[config.mk]
export PLATFORM = sky130hd
export DESIGN_NAME = load_store_unit_flat
export DESIGN_NICKNAME = d
export VERILOG_FILES = /design/src/rtl/load_store_unit_if.sv /design/src/rtl/load_store_unit.sv /design/src/flat_wrapper.sv
export SDC_FILE = /design/constraint.sdc
export NUM_CORES = 1
export LEC_CHECK = 0
export ABC_CLOCK_PERIOD_IN_PS = 3450
export CAP_MARGIN = 10
export CORE_ASPECT_RATIO = 2
export CORE_MARGIN = 5
export CORE_UTILIZATION = 28
export CTS_CLUSTER_DIAMETER = 80
export CTS_CLUSTER_SIZE = 30
export DETAILED_ROUTE_END_ITERATION = 7
export PLACE_DENSITY_LB_ADDON = 0.12
export SLEW_MARGIN = 5
export SYNTH_ARGS = -nofsm -noshare
export SYNTH_HDL_FRONTEND = slang
export SYNTH_SLANG_ARGS = --single-unit
[constraint.sdc]
create_clock -name CLK -period 3.45 [get_ports CLK]
set_input_delay 0.345 -clock CLK [delete_from_list [all_inputs] [get_ports CLK]]
set_output_delay 0.345 -clock CLK [all_outputs]
set_load 0.01 [all_outputs]
[src/rtl/load_store_unit_if.sv]
// Request and data-memory signal bundle for the load/store unit.
// No storage: pure wiring between the core, the LSU and the data memory.
// The slave modport is the LSU's view; the master modport is the core/memory view.
`timescale 1ns/1ps
interface load_store_unit_if;
    logic        Req;
    logic        IsStore;
    logic [2:0]  Funct3;
    logic [31:0] Addr;
    logic [31:0] StoreData;
    logic        Busy;
    logic        Done;
    logic        Err;
    logic [31:0] LoadData;
    logic [31:0] MemAddr;
    logic [1:0]  MemSize;
    logic [31:0] MemDataIn;
    logic [31:0] MemDataOut;
    logic        MemWEN;

    modport slave (
        input  Req, IsStore, Funct3, Addr, StoreData, MemDataOut,
        output Busy, Done, Err, LoadData, MemAddr, MemSize, MemDataIn, MemWEN
    );

    modport master (
        output Req, IsStore, Funct3, Addr, StoreData, MemDataOut,
        input  Busy, Done, Err, LoadData, MemAddr, MemSize, MemDataIn, MemWEN
    );
endinterface

[src/rtl/load_store_unit.sv]
// Multi-cycle load/store initiator: funct3 decode, alignment check, lane extraction, extension.
// Latency: Done 1 cycle after acceptance for aligned, N beats for split, same edge for rejects.
// Req is only sampled while idle; requests during Busy are dropped. Split mode: LSU_MISALIGN_SPLIT_EN.
`timescale 1ns/1ps
module load_store_unit (
    input  logic             CLK,
    input  logic             RST,
    load_store_unit_if.slave bus
);

`ifdef LSU_MISALIGN_SPLIT_EN
    typedef enum logic [1:0] {IDLE = 2'd0, ACCESS = 2'd1, SPLIT = 2'd2} state_t;
`else
    typedef enum logic [1:0] {IDLE = 2'd0, ACCESS = 2'd1} state_t;
`endif

    state_t      state, state_d;
    logic [31:0] addr_q, data_q, ld_q;
    logic [2:0]  f3_q;
    logic        st_q, done_q, err_q;
    logic        done_d, err_d, accept, illegal, misal;
`ifdef LSU_MISALIGN_SPLIT_EN
    logic [1:0]  beat_q;
    logic [31:0] asm_q, asm_next;
    logic        last_beat;
`endif

    // Sign/zero extension of the selected lane; word passes through.
    function automatic logic [31:0] extend(input logic [31:0] raw, input logic [2:0] f3);
        case (f3[1:0])
            2'b00:   extend = {{24{raw[7]  & ~f3[2]}}, raw[7:0]};
            2'b01:   extend = {{16{raw[15] & ~f3[2]}}, raw[15:0]};
            default: extend = raw;
        endcase
    endfunction

    // Decode of the incoming request: illegal width codes and misalignment.
    always_comb begin
        illegal = 1'b0;
        misal   = 1'b0;
        if (bus.IsStore)
            illegal = bus.Funct3[2] || (bus.Funct3[1:0] == 2'b11);
        else
            illegal = (bus.Funct3[1:0] == 2'b11) || (bus.Funct3 == 3'b110);
        misal = ((bus.Funct3[1:0] == 2'b01) && bus.Addr[0]) ||
                ((bus.Funct3[1:0] == 2'b10) && (bus.Addr[1:0] != 2'b00));
    end

    // Next-state logic and memory-port drive.
    always_comb begin
        state_d       = state;
        done_d        = 1'b0;
        err_d         = 1'b0;
        accept        = 1'b0;
        bus.MemAddr   = 32'd0;
        bus.MemSize   = 2'b10;
        bus.MemDataIn = 32'd0;
        bus.MemWEN    = 1'b1;
`ifdef LSU_MISALIGN_SPLIT_EN
        last_beat = (beat_q == {~f3_q[0], 1'b1});
        asm_next  = asm_q;
        asm_next[{beat_q, 3'b000} +: 8] = bus.MemDataOut[7:0];
`endif
        case (state)
            IDLE: begin
                if (bus.Req) begin
                    accept = 1'b1;
                    if (illegal) begin
                        done_d = 1'b1;
                        err_d  = 1'b1;
                    end else if (misal) begin
`ifdef LSU_MISALIGN_SPLIT_EN
                        state_d = SPLIT;
`else
                        done_d = 1'b1;
                        err_d  = 1'b1;
`endif
                    end else begin
                        state_d = ACCESS;
                    end
                end
            end
            ACCESS: begin
                bus.MemAddr   = addr_q;
                bus.MemSize   = f3_q[1:0];
                bus.MemDataIn = data_q;
                bus.MemWEN    = ~st_q;
                state_d       = IDLE;
                done_d        = 1'b1;
            end
`ifdef LSU_MISALIGN_SPLIT_EN
            SPLIT: begin
                bus.MemAddr   = addr_q + {30'd0, beat_q};
                bus.MemSize   = 2'b00;
                bus.MemDataIn = {24'd0, 8'(data_q >> {beat_q, 3'b000})};
                bus.MemWEN    = ~st_q;
                if (last_beat) begin
                    state_d = IDLE;
                    done_d  = 1'b1;
                end
            end
`endif
            default: state_d = IDLE;
        endcase
    end

    // State, request latches, completion pulses and load result, all on the falling edge.
    always_ff @(negedge CLK or negedge RST) begin
        if (!RST) begin
            state  <= IDLE;
            addr_q <= 32'd0;
            data_q <= 32'd0;
            f3_q   <= 3'd0;
            st_q   <= 1'b0;
            done_q <= 1'b0;
            err_q  <= 1'b0;
            ld_q   <= 32'd0;
`ifdef LSU_MISALIGN_SPLIT_EN
            beat_q <= 2'd0;
            asm_q  <= 32'd0;
`endif
        end else begin
            state  <= state_d;
            done_q <= done_d;
            err_q  <= err_d;
            if (accept) begin
                addr_q <= bus.Addr;
                data_q <= bus.StoreData;
                f3_q   <= bus.Funct3;
                st_q   <= bus.IsStore;
            end
            if (state == ACCESS && !st_q)
                ld_q <= extend(bus.MemDataOut, f3_q);
`ifdef LSU_MISALIGN_SPLIT_EN
            if (state == SPLIT) begin
                if (!st_q)
                    asm_q <= asm_next;
                if (last_beat) begin
                    beat_q <= 2'd0;
                    if (!st_q)
                        ld_q <= extend(asm_next, f3_q);
                end else begin
                    beat_q <= beat_q + 2'd1;
                end
            end
`endif
        end
    end

    assign bus.Busy     = (state != IDLE);
    assign bus.Done     = done_q;
    assign bus.Err      = err_q;
    assign bus.LoadData = ld_q;

endmodule

[src/flat_wrapper.sv]
// flat-port wrapper written by rule: the top's interface ports become plain ports
module load_store_unit_flat 
  (CLK, RST, bus_Req, bus_IsStore, bus_Funct3, bus_Addr, bus_StoreData, bus_MemDataOut, bus_Busy, bus_Done, bus_Err, bus_LoadData, bus_MemAddr, bus_MemSize, bus_MemDataIn, bus_MemWEN);
  load_store_unit_if bus_i ();
  input  logic CLK;
  input  logic RST;
  input wire logic [$bits(bus_i.Req)-1:0] bus_Req;
  input wire logic [$bits(bus_i.IsStore)-1:0] bus_IsStore;
  input wire logic [$bits(bus_i.Funct3)-1:0] bus_Funct3;
  input wire logic [$bits(bus_i.Addr)-1:0] bus_Addr;
  input wire logic [$bits(bus_i.StoreData)-1:0] bus_StoreData;
  input wire logic [$bits(bus_i.MemDataOut)-1:0] bus_MemDataOut;
  output wire logic [$bits(bus_i.Busy)-1:0] bus_Busy;
  output wire logic [$bits(bus_i.Done)-1:0] bus_Done;
  output wire logic [$bits(bus_i.Err)-1:0] bus_Err;
  output wire logic [$bits(bus_i.LoadData)-1:0] bus_LoadData;
  output wire logic [$bits(bus_i.MemAddr)-1:0] bus_MemAddr;
  output wire logic [$bits(bus_i.MemSize)-1:0] bus_MemSize;
  output wire logic [$bits(bus_i.MemDataIn)-1:0] bus_MemDataIn;
  output wire logic [$bits(bus_i.MemWEN)-1:0] bus_MemWEN;
  assign bus_i.Req = bus_Req;
  assign bus_i.IsStore = bus_IsStore;
  assign bus_i.Funct3 = bus_Funct3;
  assign bus_i.Addr = bus_Addr;
  assign bus_i.StoreData = bus_StoreData;
  assign bus_i.MemDataOut = bus_MemDataOut;
  assign bus_Busy = bus_i.Busy;
  assign bus_Done = bus_i.Done;
  assign bus_Err = bus_i.Err;
  assign bus_LoadData = bus_i.LoadData;
  assign bus_MemAddr = bus_i.MemAddr;
  assign bus_MemSize = bus_i.MemSize;
  assign bus_MemDataIn = bus_i.MemDataIn;
  assign bus_MemWEN = bus_i.MemWEN;
  load_store_unit u_core (.CLK(CLK), .RST(RST), .bus(bus_i));
endmodule
# Yosys cells after proc, flatten, opt, wreduce, memory -nomap -nowiden
# Cells that the tools add are included.
[word_totals]
in_bits = 103
register_bits = 104
out_inout_bits = 102
[op_classes]
reduce_logical = 12
bitwise_logic = 4
eq_ne = 9
n_mux = 17
[ops]
columns = ["cell", "n"]
rows = [
  ["2-to-1 mux 32 bit", 2],
  ["one-hot mux 32 bit (2 select lines)", 1],
  ["2-to-1 mux 2 bit", 5],
  ["2-to-1 mux 1 bit", 8],
  ["== test 2 x 1 -> 1 bit, second input constant", 3],
  ["inequality test 2 bit, second input constant", 3],
  ["== test 2 bit, second input constant", 2],
  ["logical NOT 2 bit", 2],
  ["nonzero test 2 bit", 2],
  ["== test 3 bit, second input constant", 1],
  ["logical AND 1 bit", 3],
  ["logical OR 1 bit", 3],
  ["AND reduction 3 bit", 1],
  ["AND 1 bit", 2],
  ["inverter 1 bit", 2],
  ["one-hot mux 1 bit (2 select lines)", 1],
  ["logical NOT 1 bit", 1],
]

# Longest topological paths before layout
[depth]
depth_word = 7
mapped_depth = 5
ltp_nobuf = 3

==> summary.md <==
| Metric | Value |
|---|---|
| PwrDens | `just over 500 nW/um^2` |
| Cell count after synthesis | `371` |
| Starting Density | `0.282` |
| R2R cell count | `6` |
| Post-synth top area share | `0.585` |
| Yosys reg bits | `about 100` |
| P&R area growth vs syn | `61.2%` |
| Die width | `about 99 microns` |
| Port Buffer Count | `around 200` |
| Vias/cell | `4.27` |
| CP startpoint kind | `flip-flop` |
| Cell Area, Synth | `4400 sq um` |
| Delay-heaviest family, CP | `buffers and inverters` |
| Outcome | `finished, violations left` |
| Worst-Skew Late Latency | `0.34 ns` |
| CP max FO | `7` |
| # diodes | `0` |
| Worst Setup End Kind | `primary output` |
| Final setup vio count | `11` |
| Slew Viols, Final | `0` |
| FF+latch area | `2580 sq um` |
| Reg2Reg Setup Slack | `1.25 ns` |
| Synthesis Warnings | `0` |
| Final nets | `687` |
| Design area | `7100 sq um` |
| Reg2reg end | `u_core.bus.LoadData[17]` |
| Post-synth net total | `around 470` |
| Placed Area | `6770 sq um` |
| Worst path required time | `3.11 ns` |
| Maximum buffer depth of the clock tree | `2` |
| Max_cap viols | `0` |
| Critical path cell sequence | `buf_12 -> buf_12 -> clkbuf_16 -> and2_1 -> buf_6` |
| WL per Instance | `approximately 16 microns` |
| Crit path launch | `u_core.state[0]` |
| GRT overflow | `0` |
| Cell taking the most area after synthesis | `dfrtn_1` |
| Worst hold path class | `flip-flop to flip-flop` |
| Total Routing Usage GR | `0.132` |
| Slew @ Worst Pin | `0.704 ns` |
| CP Depth | `5` |
| Clock transition at path regs | `0.05 ns` |
| Netlist cell types | `21` |
| Layout cells sized above 1 | `0.234` |
| Hpwl dp | `8.65 mm` |
| Worst r2r src | `u_core.state[0]` |
| Setup Crit Path Kind | `flip-flop to primary output` |
| Area contributors post-synth | `dfrtn_1 59%, mux2_1 17%, and2_1 9.4%` |
| CTS H-tree lvls | `3` |
| Cell-internal power | `2.63 mW` |
| Die ar. | `between 15,000 and 20,000 sq um` |
| Largest net degree at the start of global routing | `38` |
| Fin util | `0.455` |
| First-pass GRT wire length | `between 15 and 20 mm` |
| FILL cells | `1,524` |
| Max Clock Skew | `0.00658 ns` |
| CTS buffer count | `9` |
| Peak supply drop | `0.283 mV` |
| Sw Share | `0.276` |
| Most common cell after layout, fill and taps aside | `clkdlybuf4s50_1` |
| IO Count | `around 200` |
| RD Place Congestion | `0.677` |
| CP Buf/Inv Count | `4` |
| Worst path arrival time | `3.14 ns` |
| Sequential fraction of the synthesis area | `0.585` |
| Via total after detailed routing | `3,375` |
| Pleak | `3.18 nW` |
| Rows | `65` |
| Comb power frac | `0.267` |
| Switch Pwr | `approximately 1 mW` |
| Max incr delay on CP | `0.43 ns` |
| DRC Markers | `0` |
| Vias in the first global route | `3,596` |
| Core Region | `around 16,000 sq um` |
| Failing checks | `negative setup slack` |
| Setup slack at placement | `-0.121 ns` |
| Drt first pass iters | `4` |
| Post-route setup slack | `-0.0308 ns` |
| Clock share of power | `0.297` |
| TritonCTS clock tree | `done` |
| Worst hold slack | `0.425 ns` |
| Aggregate routed wire length | `12.5 mm` |
| CP max stage cell | `dfrtn_1` |
| Non-Filler Instances | `790` |
| Most frequent cells in the layout | `135 x clkdlybuf4s50_1, 103 x dfrtn_1, 68 x mux2_1` |
| Syn_area_per_cell | `11.9 sq um` |
| Routed Antenna Nets | `0` |
| Most numerous cell on the critical path | `buf_12` |
| Sequential share of power | `0.436` |
| Placed insts | `763` |
| Initial antenna violation count | `0` |
| Clk sink count | `roughly 100` |
| Detailed router's first-iteration violation count | `50` |
| Max-Slew Margin vs Limit | `0.529` |
| Clock root buffer | `clkbuf_16` |
| Final hold vios | `0` |
| Multi-input gate area | `1770 sq um` |
| Worst Setup EP | `bus_MemAddr[6]` |
| Die height | `187 microns` |
| Unrepaired setup endpoints after global routing | `yes` |
[worst min-delay path, stage by stage, from the launching register on]
cell and delay, ns:
dfrtn_1 0.40, nand2_1 0.05, nand2_1 0.06
[state kept, by name, summed over array words and instances, names as in the netlist]
register / count
u_core.bus.LoadData: 32
u_core.state: 1
u_core.bus.Done: 1
u_core.data_q: 32
u_core.st_q: 1
u_core.f3_q: 3
u_core.bus.Err: 1
u_core.addr_q: 32
[power by group through the flow]
stage / Sequential (mW) / Combinational, mW / Clock, mW
2_1_floorplan: 1.65 / 0.326 / 0
3_3_place_gp: 1.60 / 0.963 / 0
3_5_place_dp: 1.60 / 0.969 / 0
4_1_cts: 1.58 / 0.948 / 1.12
5_1_grt: 1.62 / 1.05 / 1.17
6_report: 1.58 / 0.967 / 1.08
[cell families (layout without fill, tap and decap cells)]
logic type	count (synthesis)	after routing	share of synthesized area
buffers and inverters	25	243	0.0256
AO/OA/AOI/OAI	29	29	0.0475
multiplexers	68	68	0.174
flip-flops	103	103	0.585
AND/OR/NAND/NOR	146	146	0.168
[metal layers]
| metal | wire [microns] | track usage | vias up | part of all wire |
|---|---|---|---|---|
| met1 | 5540 | 0.175 | 1599 | 0.44 |
| li1 | - | - | 1636 | - |
| met2 | 5510 | 0.195 | 134 | 0.44 |
| met4 | 113 | 0.0379 | 0 | 0.0091 |
| met5 | 0 | 0 | - | 0 |
| met3 | 1310 | 0.0605 | 6 | 0.10 |
[what timing repair did]
| action | in CTS | in global routing |
|---|---|---|
| hold buffers | 0 | 0 |
| gates resized for setup | 260 | 53 |
| hold endpoints to repair | 0 | 0 |
| cloned | 1 | 5 |
| buffers inserted | 1 | 5 |
| endpoints found under the setup margin | 68 | 39 |
[layout make-up]
cell class | instances | area share
sequential | 103 | 0.363
timing repair buffer | 226 | 0.308
multi-input combinational | 243 | 0.249
tap | 201 | 0.0354
clock buffer | 9 | 0.0317
clock inverter | 7 | 0.0123
inverter | 1 | 0.000529
[through the flow]
stage	setup TNS, ns	total power, mW
3_3_place_gp	-6.40	2.56
4_1_cts	-0.529	3.65
5_1_grt	-1.50	3.84
2_1_floorplan	0	1.98
6_report	-0.255	3.63
3_5_place_dp	-7.03	2.57
[how the worst min path moves through the flow]
stage                      startpoint                     end  slack [ns]  cells past startpoint
3_3_place_gp   u_core.bus.LoadData[0]  u_core.bus.LoadData[0]        0.42                      2
6_report       u_core.bus.LoadData[2]  u_core.bus.LoadData[2]        0.42                      2
3_5_place_dp        u_core.addr_q[12]       u_core.addr_q[12]        0.43                      1
4_1_cts             u_core.addr_q[27]       u_core.addr_q[27]        0.43                      1
5_1_grt             u_core.addr_q[13]       u_core.addr_q[13]        0.44                      1
2_1_floorplan        u_core.addr_q[0]        u_core.addr_q[0]        0.41                      1
[cells in the mapped netlist]
library cell,instances
o31a_1,1
nand2_1,47
a221oi_1,1
nand4bb_1,1
or2_1,1
nand2b_1,2
nor4_1,1
clkbuf_1,14
o21ai_0,1
and2_1,66
nor2b_1,3
nor2_1,25
a21oi_1,14
inv_1,1
a21oi_2,10
dfrtn_1,103
buf_6,1
buf_2,9
a21o_1,1
o311a_4,1
mux2_1,68
Power figures use the tool's default switching activity.
